## src/rtl/mkio_pkg.sv

```systemverilog
// mkio_pkg: shared types and constants for the MKIO channel redundancy front end.
//   mux_state_e : front-end state (idle / locked receive / transmit / post-transmit hold)
//   ERR_W       : width of one per-channel parity-error counter
//   ch_idx_w()  : width needed to index a given number of channels
package mkio_pkg;

  typedef enum logic [1:0] {
    StIdle,
    StLock,
    StTx,
    StHold
  } mux_state_e;

  localparam int unsigned ERR_W = 8;

  // Never returns 0 so a one-channel build still has a legal index vector.
  function automatic int unsigned ch_idx_w(input int unsigned n);
    return (n > 1) ? $clog2(n) : 1;
  endfunction

endpackage

```

## src/rtl/mkio_channel_mux_if.sv

```systemverilog
// mkio_channel_mux_if: line-transceiver side of the channel mux, one bit per channel.
//   di1, di0   : receive lines from the transceivers
//   do1, do0   : transmit lines to the transceivers
//   rx_strob   : receiver strobe, 1 = receive enabled
//   tx_inhibit : transmitter inhibit, 1 = inhibited
// Modports: slave = the mux, master = the transceivers (or a bench standing in for them).
interface mkio_channel_mux_if #(
  parameter int unsigned CHANNELS = 2
);

  logic [CHANNELS-1:0] di1;
  logic [CHANNELS-1:0] di0;
  logic [CHANNELS-1:0] do1;
  logic [CHANNELS-1:0] do0;
  logic [CHANNELS-1:0] rx_strob;
  logic [CHANNELS-1:0] tx_inhibit;

  modport slave (
    input  di1, di0,
    output do1, do0, rx_strob, tx_inhibit
  );

  modport master (
    output di1, di0,
    input  do1, do0, rx_strob, tx_inhibit
  );

endinterface

```

## src/rtl/mkio_in_sync.sv

```systemverilog
// mkio_in_sync: synchroniser for one bus channel's receive pair.
//   clk, reset : system clock, asynchronous active-low reset
//   d1, d0     : raw receive lines of the channel
//   q1, q0     : synchronised receive lines
//   act        : channel activity (q1 | q0)
module mkio_in_sync #(
  parameter int unsigned SYNC_STAGES = 2
) (
  input  logic clk,
  input  logic reset,
  input  logic d1,
  input  logic d0,
  output logic q1,
  output logic q0,
  output logic act
);

  logic [SYNC_STAGES-1:0] s1_q;
  logic [SYNC_STAGES-1:0] s0_q;

  always_ff @(posedge clk or negedge reset) begin
    if (!reset) begin
      s1_q <= '0;
      s0_q <= '0;
    end else begin
      s1_q <= {s1_q[SYNC_STAGES-2:0], d1};
      s0_q <= {s0_q[SYNC_STAGES-2:0], d0};
    end
  end

  assign q1  = s1_q[SYNC_STAGES-1];
  assign q0  = s0_q[SYNC_STAGES-1];
  assign act = q1 | q0;

endmodule

```

## src/rtl/mkio_channel_mux.sv

```systemverilog
// mkio_channel_mux: N-channel redundancy front end for the MKIO remote terminal.
// Locks onto the lowest-index active enabled channel, holds it until the bus goes idle,
// routes replies to the locked channel only and counts parity errors per channel.
//   clk, reset          : system clock, asynchronous active-low reset
//   line (slave)        : per-channel di1/di0 in, do1/do0/rx_strob/tx_inhibit out
//   ch_mask             : 1 = channel may be selected
//   rx_di1, rx_di0      : selected receive lines to the receiver
//   tx_do1, tx_do0      : transmitter Manchester output
//   tx_busy             : transmitter busy
//   rx_done, parity_error : receiver word-complete pulse and its error flag
//   err_clr             : clear all error counters
//   active_ch, locked   : current/last locked channel, 1 when not idle
//   err_cnt             : saturating error counters, channel i at [8i+7:8i]
module mkio_channel_mux
  import mkio_pkg::*;
#(
  parameter int unsigned CHANNELS    = 2,
  parameter int unsigned SYNC_STAGES = 2,
  parameter int unsigned IDLE_CYCLES = 64,
  parameter int unsigned HOLD_CYCLES = 5
) (
  input  logic                           clk,
  input  logic                           reset,
  mkio_channel_mux_if.slave              line,
  input  logic [CHANNELS-1:0]            ch_mask,
  output logic                           rx_di1,
  output logic                           rx_di0,
  input  logic                           tx_do1,
  input  logic                           tx_do0,
  input  logic                           tx_busy,
  input  logic                           rx_done,
  input  logic                           parity_error,
  input  logic                           err_clr,
  output logic [ch_idx_w(CHANNELS)-1:0]  active_ch,
  output logic                           locked,
  output logic [ERR_W*CHANNELS-1:0]      err_cnt
);

  localparam int unsigned CH_W   = ch_idx_w(CHANNELS);
  localparam int unsigned IDLE_W = $clog2(IDLE_CYCLES + 1);
  localparam int unsigned HOLD_W = $clog2(HOLD_CYCLES + 1);

  logic [CHANNELS-1:0] s1, s0, act;

  for (genvar i = 0; i < CHANNELS; i++) begin : g_sync
    mkio_in_sync #(
      .SYNC_STAGES(SYNC_STAGES)
    ) u_sync (
      .clk  (clk),
      .reset(reset),
      .d1   (line.di1[i]),
      .d0   (line.di0[i]),
      .q1   (s1[i]),
      .q0   (s0[i]),
      .act  (act[i])
    );
  end

  mux_state_e          state_q, state_d;
  logic [CH_W-1:0]     active_q, active_d;
  logic [IDLE_W-1:0]   idle_cnt_q, idle_cnt_d;
  logic [HOLD_W-1:0]   hold_cnt_q, hold_cnt_d;
  logic                rx_di1_q, rx_di0_q;
  logic [CHANNELS-1:0] do1_q, do0_q, rx_strob_q, tx_inhibit_q;
  logic                cand_valid;
  logic [CH_W-1:0]     cand_ch;
  logic                tx_mode, rx_pass, err_inc;
  logic [CHANNELS-1:0] sel_q, sel_d;

  // Lowest-index active and enabled channel; scanning downwards lets the lowest win.
  always_comb begin
    cand_valid = 1'b0;
    cand_ch    = '0;
    for (int i = int'(CHANNELS) - 1; i >= 0; i--) begin
      if (act[i] && ch_mask[i]) begin
        cand_valid = 1'b1;
        cand_ch    = CH_W'(i);
      end
    end
  end

  always_comb begin
    state_d    = state_q;
    active_d   = active_q;
    idle_cnt_d = idle_cnt_q;
    hold_cnt_d = hold_cnt_q;
    case (state_q)
      StIdle: begin
        if (cand_valid) begin
          state_d    = StLock;
          active_d   = cand_ch;
          idle_cnt_d = '0;
        end else if (tx_busy) begin
          state_d = StTx;
        end
      end
      StLock: begin
        if (!ch_mask[active_q]) begin
          state_d = StIdle;
        end else if (tx_busy) begin
          state_d = StTx;
        end else if (act[active_q]) begin
          idle_cnt_d = '0;
        end else if (idle_cnt_q == IDLE_W'(IDLE_CYCLES - 1)) begin
          state_d = StIdle;
        end else begin
          idle_cnt_d = idle_cnt_q + IDLE_W'(1);
        end
      end
      StTx: begin
        if (!tx_busy) begin
          state_d    = StHold;
          hold_cnt_d = HOLD_W'(HOLD_CYCLES);
        end
      end
      StHold: begin
        if (tx_busy) begin
          state_d = StTx;
        end else if (hold_cnt_q <= HOLD_W'(1)) begin
          state_d = StIdle;
        end else begin
          hold_cnt_d = hold_cnt_q - HOLD_W'(1);
        end
      end
      default: state_d = StIdle;
    endcase
  end

  // Strobe/inhibit follow the next state so they switch on the edge that sees tx_busy.
  assign tx_mode = (state_d == StTx) || (state_d == StHold);
  // Receive path is only open while staying in LOCK; the first lock edge still shows 0.
  assign rx_pass = (state_q == StLock) && (state_d == StLock);
  assign sel_q   = CHANNELS'(1) << active_q;
  assign sel_d   = CHANNELS'(1) << active_d;
  assign err_inc = rx_done && parity_error && (state_q == StLock);

  always_ff @(posedge clk or negedge reset) begin
    if (!reset) begin
      state_q      <= StIdle;
      active_q     <= '0;
      idle_cnt_q   <= '0;
      hold_cnt_q   <= '0;
      rx_di1_q     <= 1'b0;
      rx_di0_q     <= 1'b0;
      do1_q        <= '0;
      do0_q        <= '0;
      rx_strob_q   <= '1;
      tx_inhibit_q <= '1;
    end else begin
      state_q      <= state_d;
      active_q     <= active_d;
      idle_cnt_q   <= idle_cnt_d;
      hold_cnt_q   <= hold_cnt_d;
      rx_di1_q     <= rx_pass & s1[active_q];
      rx_di0_q     <= rx_pass & s0[active_q];
      do1_q        <= (state_q == StTx) ? (sel_q & {CHANNELS{tx_do1}}) : '0;
      do0_q        <= (state_q == StTx) ? (sel_q & {CHANNELS{tx_do0}}) : '0;
      rx_strob_q   <= tx_mode ? '0 : ch_mask;
      tx_inhibit_q <= tx_mode ? ~sel_d : '1;
    end
  end

  for (genvar i = 0; i < CHANNELS; i++) begin : g_err
    logic [ERR_W-1:0] cnt_q;

    always_ff @(posedge clk or negedge reset) begin
      if (!reset) begin
        cnt_q <= '0;
      end else if (err_clr) begin
        cnt_q <= '0;
      end else if (err_inc && (active_q == CH_W'(i)) && (cnt_q != '1)) begin
        cnt_q <= cnt_q + ERR_W'(1);
      end
    end

    assign err_cnt[ERR_W*i +: ERR_W] = cnt_q;
  end

  assign line.do1        = do1_q;
  assign line.do0        = do0_q;
  assign line.rx_strob   = rx_strob_q;
  assign line.tx_inhibit = tx_inhibit_q;
  assign rx_di1          = rx_di1_q;
  assign rx_di0          = rx_di0_q;
  assign active_ch       = active_q;
  assign locked          = (state_q != StIdle);

endmodule

```

## src/flat_wrapper.sv

```systemverilog
// flat-port wrapper written by rule: the top's interface ports become plain ports
module mkio_channel_mux_flat import mkio_pkg::*;
#(
  parameter int unsigned CHANNELS    = 2,
  parameter int unsigned SYNC_STAGES = 2,
  parameter int unsigned IDLE_CYCLES = 64,
  parameter int unsigned HOLD_CYCLES = 5
)
  (clk, reset, ch_mask, rx_di1, rx_di0, tx_do1, tx_do0, tx_busy, rx_done, parity_error, err_clr, active_ch, locked, err_cnt, line_di1, line_di0, line_do1, line_do0, line_rx_strob, line_tx_inhibit);
  mkio_channel_mux_if #(.CHANNELS(CHANNELS)) line_i ();
  input  logic clk;
  input  logic reset;
  input  logic [CHANNELS-1:0] ch_mask;
  output logic rx_di1;
  output logic rx_di0;
  input  logic tx_do1;
  input  logic tx_do0;
  input  logic tx_busy;
  input  logic rx_done;
  input  logic parity_error;
  input  logic err_clr;
  output logic [ch_idx_w(CHANNELS)-1:0] active_ch;
  output logic locked;
  output logic [ERR_W*CHANNELS-1:0] err_cnt;
  input wire logic [$bits(line_i.di1)-1:0] line_di1;
  input wire logic [$bits(line_i.di0)-1:0] line_di0;
  output wire logic [$bits(line_i.do1)-1:0] line_do1;
  output wire logic [$bits(line_i.do0)-1:0] line_do0;
  output wire logic [$bits(line_i.rx_strob)-1:0] line_rx_strob;
  output wire logic [$bits(line_i.tx_inhibit)-1:0] line_tx_inhibit;
  assign line_i.di1 = line_di1;
  assign line_i.di0 = line_di0;
  assign line_do1 = line_i.do1;
  assign line_do0 = line_i.do0;
  assign line_rx_strob = line_i.rx_strob;
  assign line_tx_inhibit = line_i.tx_inhibit;
  mkio_channel_mux #(.CHANNELS(CHANNELS), .SYNC_STAGES(SYNC_STAGES), .IDLE_CYCLES(IDLE_CYCLES), .HOLD_CYCLES(HOLD_CYCLES)) u_core (.clk(clk), .reset(reset), .line(line_i), .ch_mask(ch_mask), .rx_di1(rx_di1), .rx_di0(rx_di0), .tx_do1(tx_do1), .tx_do0(tx_do0), .tx_busy(tx_busy), .rx_done(rx_done), .parity_error(parity_error), .err_clr(err_clr), .active_ch(active_ch), .locked(locked), .err_cnt(err_cnt));
endmodule
```

## config.mk

```make
export PLATFORM = sky130hd
export DESIGN_NAME = mkio_channel_mux_flat
export DESIGN_NICKNAME = d
export VERILOG_FILES = /design/src/rtl/mkio_pkg.sv /design/src/rtl/mkio_channel_mux_if.sv /design/src/rtl/mkio_in_sync.sv /design/src/rtl/mkio_channel_mux.sv /design/src/flat_wrapper.sv
export SDC_FILE = /design/constraint.sdc
export NUM_CORES = 1
export LEC_CHECK = 0
export CAP_MARGIN = 20
export CORE_MARGIN = 5
export CORE_UTILIZATION = 55
export DETAILED_ROUTE_END_ITERATION = 12
export PLACE_DENSITY = 0.84
export SYNTH_ARGS = -nofsm -noshare
export SYNTH_HDL_FRONTEND = slang
export SYNTH_SLANG_ARGS = --single-unit
```

## constraint.sdc

```tcl
create_clock -name clk -period 3.9 [get_ports clk]
set_input_delay 0.78 -clock clk [delete_from_list [all_inputs] [get_ports clk]]
set_output_delay 0.78 -clock clk [all_outputs]
set_load 0.02 [all_outputs]
```

# Word-level counts from Yosys, hierarchy flattened
# Index checks and enable logic that the tools add are counted.
[word_totals]
reg_bits = 47
inputBits = 14
out_inout_bits = 28
wordCells = 107
[op_classes]
add_sub_neg = 4
magnitude_cmp = 2
n_eq_ne = 16
shift = 2
muxes = 41
bitwise_logic = 8
reduce_logical = 18
[op_table]
columns = ["operator", "n"]
rows = [
  ["$mux 7", 5],
  ["$mux 8", 4],
  ["$mux 2", 13],
  ["$add 8x1->8 const B", 2],
  ["$ne 8x8->1 const B", 2],
  ["$pmux 7 s2", 1],
  ["$mux 1", 13],
  ["$reduce_bool 2->1", 5],
  ["$logic_and 1x1->1", 9],
  ["$mux 3", 3],
  ["$eq 2x2->1 const B", 4],
  ["$ne 2x2->1 const B", 4],
  ["$pmux 2 s4", 1],
  ["$add 7x1->7 const B", 1],
  ["$eq 7x6->1 const B", 1],
  ["$pmux 3 s2", 1],
  ["$reduce_and 5->1", 1],
  ["$and 2x2->2", 2],
  ["$eq 2x1->1 const B", 2],
  ["$ne 2x1->1 const B", 2],
  ["$reduce_and 4->1", 1],
  ["$shl 1x1->2 const A", 2],
  ["$le 3x1->1 const B", 1],
  ["$ne 3x2->1 const B", 1],
  ["8 further kinds", 10],
]

# Longest topological paths before layout
# Gate-level depths: netlist (run 1).
[depth]
depth_word = 10
depth_mapped = 7
mapped_depth_nobuf = 7

# Cells and area by module
# Synthesis (run 1) repeated with hierarchy kept, for this count alone.
[hier_totals]
hier_cells = 195
area_unflattened_um2 = 2163.3
[by_module_without_submodules]
columns = ["mod", "instances", "cells_each", "area_per_inst_um2", "seq_area_each_um2"]
rows = [
  ["mkio_channel_mux", 1, 185, 1950.6, 980.9],
  ["mkio_in_sync", 2, 5, 106.4, 100.1],
]

# Worst setup path after synthesis (run 1)
# Ideal clock, no wire load.
[synth_path]
path_kind = "input to register"
start = "input tx_busy"
end = "register u_core.idle_cnt_q[0]"
setup_time_ps = 125
arrival_time_ps = 2041
t_required_ps = 3775
slack_ps = 1734
path_stages = 5
n_path_buf = 0
cell_sequence = "or3b_2 > o22ai_2 > nor2_1 > a21oi_4 > mux2_4"
[synth_between]
elab_chain_len = 2
[synth_rtl]
columns = ["element", "line", "rtl"]
rows = [
  ["start: declaration", "flat_wrapper.sv:18", "input logic tx_busy;"],
  ["$ne 2x2->1 (no source line)", "n/a", ""],
  ["$reduce_and 5->1 (no source line)", "n/a", ""],
  ["end signal: assignment", "mkio_channel_mux.sv:152", "idle_cnt_q <= idle_cnt_d;"],
  ["end: declaration", "mkio_channel_mux.sv:61", "logic [IDLE_W-1:0] idle_cnt_q, idle_cnt_d;"],
]
# Every way passes these cells.
# A chain may end at the register's enable or synchronous reset.

# Final worst setup path (run 1)
# Same ends and word-level chain as after synthesis.

==> run metrics, run 1 <==
status=complete, no violations; Diodes inserted=0; Iter 0 DRT Violations=66; share of cells above drive strength 1=0.120; commonest non-fill, non-tap cell in the layout=dfrtp_1; worst skew pair latency=0.30 ns; CTS clk-pin slew, worst paths=~0.080 ns; Worst-Margin Slew=0.722 ns; Overflow after GRT=0; maxcap violations=0; cell area after synthesis=2230 um2; CTS tree=done; Avg WL per Cell=between 10 and 15 um; P&R area growth vs syn=26.3%; Bufs on Longest Clock Path=2; DRT antenna net count=0; initial antenna violation count=0; final cell count without fillers=~300; Yosys Warn Count=0; fin crit share=0.637; Setup Fix Bufs, Post-CTS=0; Die Footprint=around 5400 um2; worst ir drop on vdd=0.318 mV; via/cell ratio=approximately 5.5; cts hold-fix bufs=0; Mean Syn Cell Area=between 10 and 15 um2; DPL Wire Length=between 3000 and 4000 um; crit start category=primary input; DR pass1 iterations=4; Final Setup Violations=0; fin crit period=between 2 and 2.5 ns; H-tree Lvls=2; critical path class=in2reg; largest fanout on the critical path=7; top sig layer=met4; final net count=around 270; cts bufs inserted=5; Placed Cells=290; sequential area share after synthesis=0.530; CTS Root Cell=clkbuf_8; WP data arrival=about 2.7 ns; most frequent cells in the layout=dfrtp_1, clkdlybuf4s50_1, nor2_1, nand2_1, inv_1; IO Pins=42; Die X=73.7 um; vias=between 1500 and 2000; Final GP Congestion=about 0.88; CP required=between 4 and 5 ns; vias in the first global route=roughly 1600; syn nets=between 200 and 250; row count=23; Top FF cell, synth=dfrtp_1; Synth Register Bits=47; cts repair resizes=0; final slew viol count=0; GRT Total Usage=0.169; PwrDens=544 nW/um2; Initial Util=0.561; Static Leak=about 1.2 nW; IO Port Bufs=41; Final Power=0.00153 W; worst hold margin=roughly 0.28 ns; number of flops mapped to enable cells by yosys=0; Async SR Flop Fraction=1.00; drt total wl=between 4000 and 5000 um; Max Freq=0.402 GHz; slew margin rel.=0.517; Die Y-Extent=73.7 um; Final Hold Viols=0; synth unique cells=51; Worst Clk Skew=~0.007 ns; largest net degree at the start of global routing=between 40 and 50; element type at the critical path end=flip-flop; Final Util=0.709; DRC viols=0; met3 wire length=about 280 um; Min-Delay Path Class=in2async; DRT met1 WL=roughly 1900 um; CTS Sinks=47; Syn Inst Count=204; first-pass GRT wire length=roughly 7000 um; setup_tns=0 ns; RSZ-0062 raised after global routing=false; core box area=3970 um2; wire length on met2=approximately 2000 um
## cells by family after synthesis
group                      after synthesis  synth area share
adders and majority gates                5            0.0281
buffers and inverters                   16            0.0337
DFF                                     47             0.530
AOI/OAI and AO/OA                       37             0.137
xor gates and xnor gates                13            0.0511
and+or+nand+nor                         79             0.185
muxes                                    7            0.0359
## worst paths after layout
path / startpoint / endpoint / slack, ns / cells after the start
min in group clk: u_core.g_sync[0].u_sync.s1_q[0]$_DFF_PN0_ / u_core.g_sync[0].u_sync.s1_q[1]$_DFF_PN0_ / 0.36 / 0
hold reg to reg: u_core.g_sync[0].u_sync.s1_q[0]$_DFF_PN0_ / u_core.g_sync[0].u_sync.s1_q[1]$_DFF_PN0_ / 0.36 / 0
setup reg to reg: u_core.idle_cnt_q[0]$_DFFE_PN0P_ / u_core.idle_cnt_q[0]$_DFFE_PN0P_ / 1.73 / 6
max in group asynchronous: reset / u_core.line.rx_strob[1]$_DFF_PN1_ / 3.13 / 2
hold / removal: reset / u_core.idle_cnt_q[5]$_DFFE_PN0P_ / 0.28 / 1
setup / recovery: tx_busy / u_core.idle_cnt_q[0]$_DFFE_PN0P_ / 1.42 / 6
## metal layers
metal,GRT usage,up-vias
met3,0.0369,11
met5,0,-
met1,0.214,783
li1,-,798
met4,0.0946,0
met2,0.267,57
## through the flow
| stage | setup WS (ns) | instance area (um2) |
|---|---|---|
| 6_report | 1.42 | 2820 |
| 4_1_cts | 1.43 | 2800 |
| 2_1_floorplan | 1.73 | 2230 |
| 5_1_grt | 1.36 | 2820 |
| 3_5_place_dp | 1.12 | 2660 |
| 3_3_place_gp | 1.16 | 2660 |
## flip-flops by register name, indices dropped and copies added, names as in the netlist
register                   flops
u_core.g_sync.u_sync.s0_q      4
u_core.line.do1                2
u_core.g_sync.u_sync.s1_q      4
u_core.line.rx_strob           2
u_core.rx_di0                  1
u_core.state_q                 2
u_core.line.do0                2
u_core.idle_cnt_q              7
u_core.line.tx_inhibit         2
u_core.hold_cnt_q              3
u_core.active_ch               1
u_core.g_err.cnt_q            16
u_core.rx_di1                  1
## synth_stat cells (2+ instances only)
master      n  share of area
clkbuf_1    2         0.0034
o21ai_0     6          0.013
nand2_1    12          0.020
mux2_4      2          0.013
o2bb2ai_1   3          0.012
dfstp_2     4          0.047
nand3_1     6          0.013
xor2_1      7          0.027
buf_6       2          0.010
xnor2_1     6          0.024
nor2b_1     5          0.014
dfrtp_1    43           0.48
ha_1        5          0.028
mux2i_1     5          0.022
o21a_1      3          0.010
nor3_1      7          0.016
nand4_1     5          0.014
and3_1      5          0.014
or3_1       3         0.0084
nor2_1     26          0.044
a21oi_1     7          0.016
inv_1      11          0.019
## area by class of cell
type	count	area, um2
multi-input combinational	141	973
inverter	11	41.3
sequential	47	1180
clock buffer	6	72.6
timing repair buffer	42	425
clock inverter	2	60.1
fill	300	1150
tap	50	62.6
## power by group
part           internal, W  leakage (nW)  switching (W)
clock network     0.000256        0.0654       0.000156
registers         0.000566         0.608      0.0000769
logic             0.000224         0.519       0.000251
total              0.00105          1.19       0.000485
## worst max-delay path: stages
cell,delay (ns)
clkdlybuf4s50_1,0.47
or3b_2,0.50
o22ai_2,0.16
nor2_1,0.18
a21oi_4,0.26
mux2_4,0.32
(Power assumes the default switching activity.)
==> run 2: changes to the inputs <==
--- a/config.mk
+++ b/config.mk
@@ -7,9 +7,9 @@
 export LEC_CHECK = 0
 export CAP_MARGIN = 20
 export CORE_MARGIN = 5
-export CORE_UTILIZATION = 55
+export CORE_UTILIZATION = 51
 export DETAILED_ROUTE_END_ITERATION = 12
-export PLACE_DENSITY = 0.84
+export PLACE_DENSITY = 0.78
 export SYNTH_ARGS = -nofsm -noshare
 export SYNTH_HDL_FRONTEND = slang
 export SYNTH_SLANG_ARGS = --single-unit
==> constraint.sdc (replaced) <==
create_clock -name clk -period 2.4 [get_ports clk]
set_input_delay 0.48 -clock clk [delete_from_list [all_inputs] [get_ports clk]]
set_output_delay 0.48 -clock clk [all_outputs]
set_load 0.02 [all_outputs]
==> run 2 against run 1 <==
Effect of this change: largest cell class unchanged; final cell count increased by 2.0%; critical endpoint is now u_core.idle_cnt_q[2]$_DFFE_PN0P_; total power is 55% higher; sequential cell count is the same; sequential share of layout area shrank 0.056 points.
==> run metrics, run 2 (same netlist as run 1, synthesis figures left out) <==
status=complete, no violations; sw frac=0.334; core box area=between 4000 and 5000 um2; fin crit share=0.903; CTS Root Cell=clkbuf_8; Die X=about 76 um; Layout fillers=353; worst skew pair latency=~0.30 ns; largest fanout on the critical path=8; Clock Power Share=0.219; Worst Clk Skew=roughly 0.011 ns; worst hold margin=roughly 0.15 ns; cts repair resizes=0; commonest non-fill, non-tap cell in the layout=dfrtp_1; via/cell ratio=between 5 and 6; Initial Util=0.519; Avg WL per Cell=roughly 14 um; slew margin rel.=0.546; Comb power frac=0.346; CTS Sinks=47; Die Y-Extent=between 70 and 80 um; CP required=~2.6 ns; sequential share of power=0.435; DRT antenna net count=0; most frequent cells in the layout=dfrtp_1, clkdlybuf4s50_1, nor2_1, nand2_1, inv_1; row count=24; initial antenna violation count=0; CTS clk-pin slew, worst paths=about 0.09 ns; IO Port Bufs=41; area taken by multi-input logic gates=around 970 um2; DPL Wire Length=approximately 3200 um; Min-Delay Path Class=in2async; Worst-Margin Slew=0.679 ns; fin crit period=about 2.2 ns; WP data arrival=around 2.4 ns; share of cells above drive strength 1=0.138; vias=1613; DRC viols=0; max FFs per register=16; crit start category=flip-flop; IO Pins=42; Static Leak=between 1 and 1.5 nW; RSZ-0062 raised after global routing=false; Bufs on Longest Clock Path=2; final net count=between 200 and 300; Diodes inserted=0; Top Registers=u_core.g_err.cnt_q x16, u_core.idle_cnt_q x7; drt total wl=roughly 4300 um; P&R area growth vs syn=26.5%; Overflow after GRT=0; Final Setup Violations=0; P_int=0.00158 W; GRT Total Usage=0.162; PwrDens=842 nW/um2; Iter 0 DRT Violations=87; CTS tree=done; DR pass1 iterations=4; Max Freq=approximately 0.46 GHz; element type at the critical path end=flip-flop; vias in the first global route=~1600; worst ir drop on vdd=0.392 mV; Setup Fix Bufs, Post-CTS=0; cts hold-fix bufs=0; Die Footprint=5790 um2; Biggest register=u_core.g_err.cnt_q; setup_tns=0 ns; first-pass GRT wire length=slightly below 8000 um; Final GP Congestion=approximately 0.82; Final Hold Viols=0; largest net degree at the start of global routing=26; final slew viol count=0; P_sw=approximately 0.0008 W; cts bufs inserted=5; maxcap violations=0; register area=around 1200 um2; critical path class=reg2reg; H-tree Lvls=2
-- run 2: cell types whose count changed in the layout (fill, tap and decap cells not counted) --
cell,delta
buf_4,+4
clkbuf_1,-1
bufinv_16,-2
clkbuf_8,+2
clkinvlp_4,+1
-- run 2: layer usage --
metal | track usage | share of wire
met2 | 0.259 | 0.47
met3 | 0.0426 | 0.048
met5 | 0 | 0
met1 | 0.217 | 0.48
met4 | 0.0420 | 0.010
-- run 2: path summary, 6_finish.rpt --
check,from,endpoint,slack [ns],cells past startpoint
hold reg to reg,u_core.g_sync[0].u_sync.s1_q[0]$_DFF_PN0_,u_core.g_sync[0].u_sync.s1_q[1]$_DFF_PN0_,0.35,0
hold / removal,reset,u_core.idle_cnt_q[2]$_DFFE_PN0P_,0.15,1
min in group clk,u_core.g_sync[0].u_sync.s1_q[0]$_DFF_PN0_,u_core.g_sync[0].u_sync.s1_q[1]$_DFF_PN0_,0.35,0
setup / recovery,u_core.idle_cnt_q[0]$_DFFE_PN0P_,u_core.idle_cnt_q[2]$_DFFE_PN0P_,0.23,7
setup reg to reg,u_core.idle_cnt_q[0]$_DFFE_PN0P_,u_core.idle_cnt_q[2]$_DFFE_PN0P_,0.23,7
max in group asynchronous,reset,u_core.line.rx_strob[1]$_DFF_PN1_,1.68,2
-- run 2: power by group through the flow --
stage	logic, W	clock network [W]	registers (W)
floorplan	0.000514	0	0.00108
global placement	0.000809	0	0.00104
detailed placement	0.000824	0	0.00105
CTS	0.000829	0.000534	0.00103
global route	0.000907	0.000571	0.00105
finish	0.000822	0.000520	0.00103
-- run 2: per-stage QoR --
step	setup slack, ns	total power [W]	utilization	std cells	area [um2]
2_1_floorplan	0.474	0.00159	-	204	2230
3_3_place_gp	0.0615	0.00185	0.633	297	2720
3_5_place_dp	0.0229	0.00187	0.633	297	2720
4_1_cts	0.230	0.00240	0.657	305	2820
5_1_grt	0.0892	0.00253	0.657	305	2820
6_report	0.233	0.00237	0.657	305	2820
-- run 2: cell type report --
cell class | count | share of cell area
clock buffer | 7 | 0.0342
sequential | 47 | 0.419
timing repair buffer | 46 | 0.161
inverter | 11 | 0.0146
multi-input combinational | 141 | 0.345
tap | 52 | 0.0231
clock inverter | 1 | 0.00266
-- run 2: critical path: stages (launching register included) --
cell and delay [ns]:
dfrtp_1 0.40, ha_1 0.21, nand3_2 0.11, or3_4 0.36, o311ai_4 0.44, a21oi_4 0.13, buf_4 0.18, a32o_1 0.21
